--- src/rtl/arb4_encoder_ctrl.sv ---
// rtl/arb4_encoder_ctrl.sv - round-robin arbiter/sequencer for a shared 4-input encoder
// Optional forced-release timeout is built when macro ARB_TIMEOUT_EN is defined.
module arb4_encoder_ctrl #(
  parameter int MAX_HOLD = 8,
  parameter int CNT_W    = 8
) (
  input  logic       clk,
  input  logic       rst,
  input  logic       en,
  input  logic [3:0] req,
  output logic [3:0] grant,
  output logic [1:0] grant_idx,
  output logic       grant_valid,
  output logic       timeout
);

  typedef enum logic {IDLE, GRANT} state_t;

  state_t     state, state_n;
  logic [1:0] ptr, ptr_n;
  logic [1:0] sel;
  logic [1:0] idx_n;
  logic [3:0] grant_n;
  logic       valid_n;
  logic       owner_req;
  logic       hold_expired;

  // Parameter sanity: hold counter must be able to reach MAX_HOLD-1.
  if (MAX_HOLD < 2 || MAX_HOLD > 255 || (64'd1 << CNT_W) <= 64'(MAX_HOLD)) begin : g_bad_params
  end

  assign owner_req = req[grant_idx];

`ifdef ARB_TIMEOUT_EN
  logic [CNT_W-1:0] hold_cnt, hold_cnt_n;
  logic             timeout_n;

  assign hold_expired = (hold_cnt == CNT_W'(MAX_HOLD - 1));
`else
  assign hold_expired = 1'b0;
  assign timeout      = 1'b0;
`endif

  // Round-robin pick: first requester at or after ptr (iterate backwards so the nearest wins).
  always_comb begin
    sel = ptr;
    for (int i = 3; i >= 0; i--) begin
      if (req[ptr + 2'(i)]) sel = ptr + 2'(i);
    end
  end

  // Next-state and next-output decode; all outputs are registered below.
  always_comb begin
    state_n = state;
    grant_n = grant;
    idx_n   = grant_idx;
    valid_n = grant_valid;
    ptr_n   = ptr;
`ifdef ARB_TIMEOUT_EN
    hold_cnt_n = hold_cnt;
    timeout_n  = 1'b0;
`endif
    case (state)
      IDLE: begin
        grant_n = 4'b0000;
        valid_n = 1'b0;
        if (en && (|req)) begin
          grant_n = 4'(1) << sel;
          idx_n   = sel;
          valid_n = 1'b1;
          state_n = GRANT;
`ifdef ARB_TIMEOUT_EN
          hold_cnt_n = '0;
`endif
        end
      end
      GRANT: begin
        // Disable wins over release and timeout; any of them costs one idle cycle.
        if (!en || !owner_req || hold_expired) begin
          grant_n = 4'b0000;
          valid_n = 1'b0;
          ptr_n   = grant_idx + 2'd1;
          state_n = IDLE;
`ifdef ARB_TIMEOUT_EN
          timeout_n = en && owner_req && hold_expired;
`endif
        end else begin
`ifdef ARB_TIMEOUT_EN
          hold_cnt_n = hold_cnt + 1'b1;
`endif
        end
      end
      default: begin
        state_n = IDLE;
        grant_n = 4'b0000;
        valid_n = 1'b0;
      end
    endcase
  end

  // State, pointer and output registers with asynchronous clear.
  always_ff @(posedge clk or posedge rst) begin
    if (rst) begin
      state       <= IDLE;
      ptr         <= 2'd0;
      grant       <= 4'b0000;
      grant_idx   <= 2'd0;
      grant_valid <= 1'b0;
    end else begin
      state       <= state_n;
      ptr         <= ptr_n;
      grant       <= grant_n;
      grant_idx   <= idx_n;
      grant_valid <= valid_n;
    end
  end

`ifdef ARB_TIMEOUT_EN
  // Hold counter and the one-cycle timeout pulse.
  always_ff @(posedge clk or posedge rst) begin
    if (rst) begin
      hold_cnt <= '0;
      timeout  <= 1'b0;
    end else begin
      hold_cnt <= hold_cnt_n;
      timeout  <= timeout_n;
    end
  end
`endif

endmodule

--- config.mk ---
export PLATFORM = sky130hd
export DESIGN_NAME = arb4_encoder_ctrl
export DESIGN_NICKNAME = d
export VERILOG_FILES = /design/src/rtl/arb4_encoder_ctrl.sv
export SDC_FILE = /design/constraint.sdc
export NUM_CORES = 1
export LEC_CHECK = 0
export ABC_AREA = 0
export BUFFER_PORTS_ARGS = -buffer_cell sky130_fd_sc_hd__buf_2
export CORE_AREA = 2 2 39 41
export CTS_CLUSTER_SIZE = 8
export DETAILED_ROUTE_END_ITERATION = 7
export DIE_AREA = 0 0 41 43
export GPL_ROUTABILITY_DRIVEN = 0
export PLACE_DENSITY = 0.76
export SYNTH_ARGS = -nofsm -noshare
export SYNTH_HDL_FRONTEND = slang
export SYNTH_SLANG_ARGS = --single-unit
--- constraint.sdc ---
create_clock -name clk -period 1.9 [get_ports clk]
set_clock_uncertainty 0.15 [all_clocks]
set_input_delay 0.285 -clock clk [delete_from_list [all_inputs] [get_ports clk]]
set_output_delay 0.285 -clock clk [all_outputs]
set_load 0.01 [all_outputs]
# Word level (Yosys, flattened, before mapping)
# Index checks and enable logic that the tools add are counted.
[totals] reg_bits=10 in_bits=7 output_inout_bits=8 wordCells=46
[classes] n_addsub=4 magnitude_cmp=5 eq_ne=1 shift=1 mux=22 n_bitwise=1 reduce_logical=7
[op_table] cell="2-bit by 3-bit less-than comparator with 1-bit output (second input constant)" count=5
[op_table] cell="1-bit binary-select mux with 2-bit select" count=5
[op_table] cell="1-bit 2-to-1 mux" count=8
[op_table] cell="2-bit 2-to-1 mux" count=4
[op_table] cell="4-bit 2-to-1 mux" count=2
[op_table] cell="4-bit one-hot mux with 2 select lines" count=1
[op_table] cell="2-bit by 1-bit adder with 2-bit output (second input constant)" count=2
[op_table] cell="2-bit adder (second input constant)" count=2
[op_table] cell="1-bit one-hot mux with 2 select lines" count=2
[op_table] cell="2-bit AND reduction" count=2
[op_table] cell="4-bit OR reduction" count=1
[op_table] cell="1-bit by 2-bit left shift with 4-bit output (first input constant)" count=1
[op_table] cell="1-bit logical NOT" count=2
[op_table] cell="2-bit by 1-bit inequality test with 1-bit output (second input constant)" count=1
[op_table] cell="1-bit logical AND" count=1
[op_table] cell="1-bit logical OR" count=1
[op_table] cell="1-bit inverter" count=1

# Logic depth before layout (Yosys ltp)
[logic_depth] depth_word=10 mapped_depth=5 ltp_nobuf=4

# Worst setup path after synthesis
# OpenSTA, ideal clock, no wires.
[synth_timing] path_kind="register to register" start="register grant_idx[0]" end="register grant[2]" setup_time_ns=0.121 t_arrival_ns=1.490 required_time_ns=1.629 setup_slack_ns=0.139 stages_incl_launch_ff=5 n_path_buf=1 period_less_slack_ns=1.761 path_cell_list="dfrtp_1 mux4_2 and3_4 buf_6 a22o_1"
[synth_via] elab_chain_len=5
[synth_rtl] item="from (decl)" line_no="12" source="output logic [1:0] grant_idx,"
[synth_rtl] item="from (signal assigned)" line_no="113" source="grant_idx <= idx_n;"
[synth_rtl] item="1-bit binary-select mux with 2-bit select" line_no="32" source="assign owner_req = req[grant_idx];"
[synth_rtl] item="1-bit 2-to-1 mux (implied by the code)" line_no="32"
[synth_rtl] item="1-bit logical NOT" line_no="79" source="if (!en || !owner_req || hold_expired) begin"
[synth_rtl] item="1-bit logical OR" line_no="79"
[synth_rtl] item="2-bit by 1-bit inequality test with 1-bit output (no source line)"
[synth_rtl] item="to (signal assigned)" line_no="112" source="grant <= grant_n;"
[synth_rtl] item="to (decl)" line_no="11" source="output logic [3:0] grant,"
# No other way between the ends. The select of a mux whose other input is x is not followed.
# A chain may end at the register's enable or synchronous reset.

# Final worst setup path
# Ends and elaborated chain as after synthesis.

==> summary.md <==
| Metric | Value |
|---|---|
| Status | finished, final reports clean |
| Number of synthesized register bits | 10 |
| Core area | between 1000 and 1500 µm² |
| Most numerous cell in the Yosys netlist | dfrtp_1 |
| Total GRT Usage | 0.1656 |
| Crit path DAT | around 1.7 ns |
| Initial antenna violation count | 0 |
| Initial Util | 0.3969 |
| Synth area leaders | dfrtp_1 46%, nor2b_1 4.6%, mux4_2 4.1%, nand2_1 4.1%, nand3b_4 3.6% |
| Via-to-Cell Ratio | approximately 5.4 |
| DRT antenna net count | 0 |
| Synth warn | 0 |
| Synthesized area per cell | between 10 and 15 µm² |
| Cell variety after synth | 29 |
| CTS tree | done |
| Final setup fails | 0 |
| Dpl cells | between 70 and 80 |
| Die H | roughly 43 µm |
| Sequential share of the synthesized area | 0.4556 |
| Layout cells sized above 1 | 0.3182 |
| Hold Crit Class | in -> reg |
| Max Root-Sink Buffers | 2 |
| Top cells by count, synth | 10 x dfrtp_1, 6 x nand2_1, 4 x nor2b_1 |
| Final wirelength | 1.125 mm |
| Post-synth EDFFs | 0 |
| Setup TNS | 0 ns |
| CP delay by family, top | multiplexers |
| Top-area cell type share of the netlist area | 0.4556 |
| Final period util | 0.8931 |
| VDD IR-drop max | approximately 0.44 mV |
| Final hold violations | 0 |
| Total CTS buffers | 3 |
| First-pass DRT Iterations | 4 |
| I/O pins | 15 |
| Area grow syn2layout | 18.00% |
| Min cycle time layout | between 1.5 and 2 ns |
| Vias in the first global route | 431 |
| Filler cell count in the final layout | 126 |
| Max Cap Viol | 0 |
| Syn Inst Count | just over 50 |
| Global-route wire length before repair | ~1.9 mm |
| Clock Sink Count | 10 |
| Die area | around 1800 µm² |
| Syn Nets | 58 |
| H-tree Lvls | 1 |
| Port Buffers | 13 |
| Final Net Count | 75 |
| Area leader, netlist | dfrtp_1 |
| CP endpoint kind | flop |
| Critical path buffer and inverter count | 0 |
| Skew-Pair Late Insertion Delay | ~0.26 ns |
| F_max | about 600 MHz |
| Routed WL per cell | approximately 14 µm |
| Pin count of the biggest net entering global routing | 11 |
| Critical Path Start Type | flop |
| Max stage delay on crit path | approximately 0.55 ns |
| Worst EP required | around 1.9 ns |
| 1st-iter DRT viols | 13 |
| GRT overflow | 0 |
| Ys flop type | dfrtp_1 |
| Reg clk slew, reported paths | 0.06 ns |
| Post-Syn Area | about 550 µm² |
| RSZ-0062 raised after global routing | false |
| LEAKAGE | 0.3186 nW |
| Cts repair resizes | 0 |
| Die width | 41 µm |
| Via Count | approximately 440 |
| Asr flop ratio synth | 1.000 |
| Final HPWL DP | between 800 and 900 µm |
| Rows | 14 |
| Critical path fanouts, max | 6 |
| Critical path class | reg -> reg |
| DRC | 0 |
| Power Density | 1217 nW/µm² |
| Post-Layout Cell Count | 82 |
| Worst path cell trace | mux4_2, and3_4, a22o_1 |
| Antenna diode count | 0 |
| Crit-path slowest cell | mux4_2 |
| Clk Tree Root Cell | clkbuf_4 |
| Core Util, Final | 0.4684 |
| Slew Limit Fails | 0 |
==> through the flow <==
step | worst slack, ns | hold WS (ns) | total power [mW] | instance area (µm²)
final | 0.2032 | 0.1972 | 0.7890 | 648.1
after global routing | 0.07475 | 0.2076 | 0.8571 | 648.1
after CTS | 0.1766 | 0.1985 | 0.7995 | 648.1
after detailed placement | 0.1560 | 0.1268 | 0.6537 | 615.6
after global placement | 0.1787 | 0.1192 | 0.6460 | 615.6
after floorplan | 0.1386 | -0.02482 | 0.5585 | 549.3
==> per-layer routing <==
| metal | track usage | share of wire |
|---|---|---|
| met4 | 0.1000 | 0.023 |
| met3 | 0.04712 | 0.047 |
| met5 | 0 | 0 |
| met1 | 0.2218 | 0.45 |
| met2 | 0.2281 | 0.48 |
==> worst paths after layout <==
kind	end	cells after the start	start	slack (ns)
setup / recovery	grant[2]	3	grant_idx[0]	0.20
hold / removal	grant_valid	3	en	0.20
setup reg to reg	grant[2]	3	grant_idx[0]	0.20
hold reg to reg	grant_valid	2	grant_valid	0.33
max in group asynchronous	ptr[1]	3	rst	0.95
min in group asynchronous	grant[0]	3	rst	0.37
==> power breakdown <==
part | switching (mW) | total [mW] | leakage [nW] | internal, mW
clock network | 0.0674 | 0.140 | 0.0138 | 0.0730
registers | 0.0722 | 0.353 | 0.125 | 0.281
logic | 0.146 | 0.296 | 0.180 | 0.150
==> cells in the final DEF (no fill, tap or decap), drive strengths merged <==
cell type | synthesis | layout
a211o | 1 | 1
a21boi | 1 | 1
a21oi | 2 | 2
a22o | 2 | 2
a31oi | 1 | 1
a32o | 1 | 1
and3 | 1 | 1
and3b | 1 | 1
and4b | 1 | 1
buf | 2 | 13
clkbuf | 0 | 3
conb | 1 | 1
dfrtp | 10 | 10
dlygate4sd3 | 0 | 1
inv | 1 | 1
mux2 | 1 | 1
mux4 | 1 | 1
nand2 | 6 | 6
nand2b | 1 | 1
nand3b | 1 | 1
nand4b | 1 | 1
nor2 | 3 | 3
nor2b | 4 | 4
nor3 | 1 | 1
o21ai | 3 | 3
o21bai | 1 | 1
or4 | 2 | 2
xnor2 | 1 | 1
==> final cells by class <==
class                           instances  area [µm²]  share of cell area
Multi-Input combinational cell         38       276.5              0.4266
Inverter                                1       3.754            0.005792
Tap cell                               16       20.02             0.03089
Timing Repair Buffer                   14       75.07              0.1158
Clock buffer                            3       22.52             0.03475
Sequential cell                        10       250.2              0.3861
==> registers in the layout (all words and copies together) (netlist names) <==
| name | flops |
|---|---|
| grant_idx | 2 |
| state | 1 |
| grant_valid | 1 |
| ptr | 2 |
| grant | 4 |
==> cell families after synthesis <==
group                     share of synthesized area
and+or+nand+nor                              0.2688
buffers and inverters                       0.04100
other                                      0.006827
muxes                                       0.06150
DFF                                          0.4556
xor gates and xnor gates                    0.01595
AOI/OAI and AO/OA                            0.1504
==> worst reg2reg max path: cells and delay by family (launching register included) <==
| family | cells | cell delay [ns] |
|---|---|---|
| multiplexers | 1 | 0.55 |
| AO/OA/AOI/OAI | 1 | 0.23 |
| flip-flops | 1 | 0.44 |
| AND/OR/NAND/NOR | 1 | 0.23 |
==> what timing repair did <==
item,in CTS,in global routing
buffers inserted,0,0
hold buffers,1,0
hold endpoints to repair,10,0
Note: power is estimated with default switching activity, not from simulation.
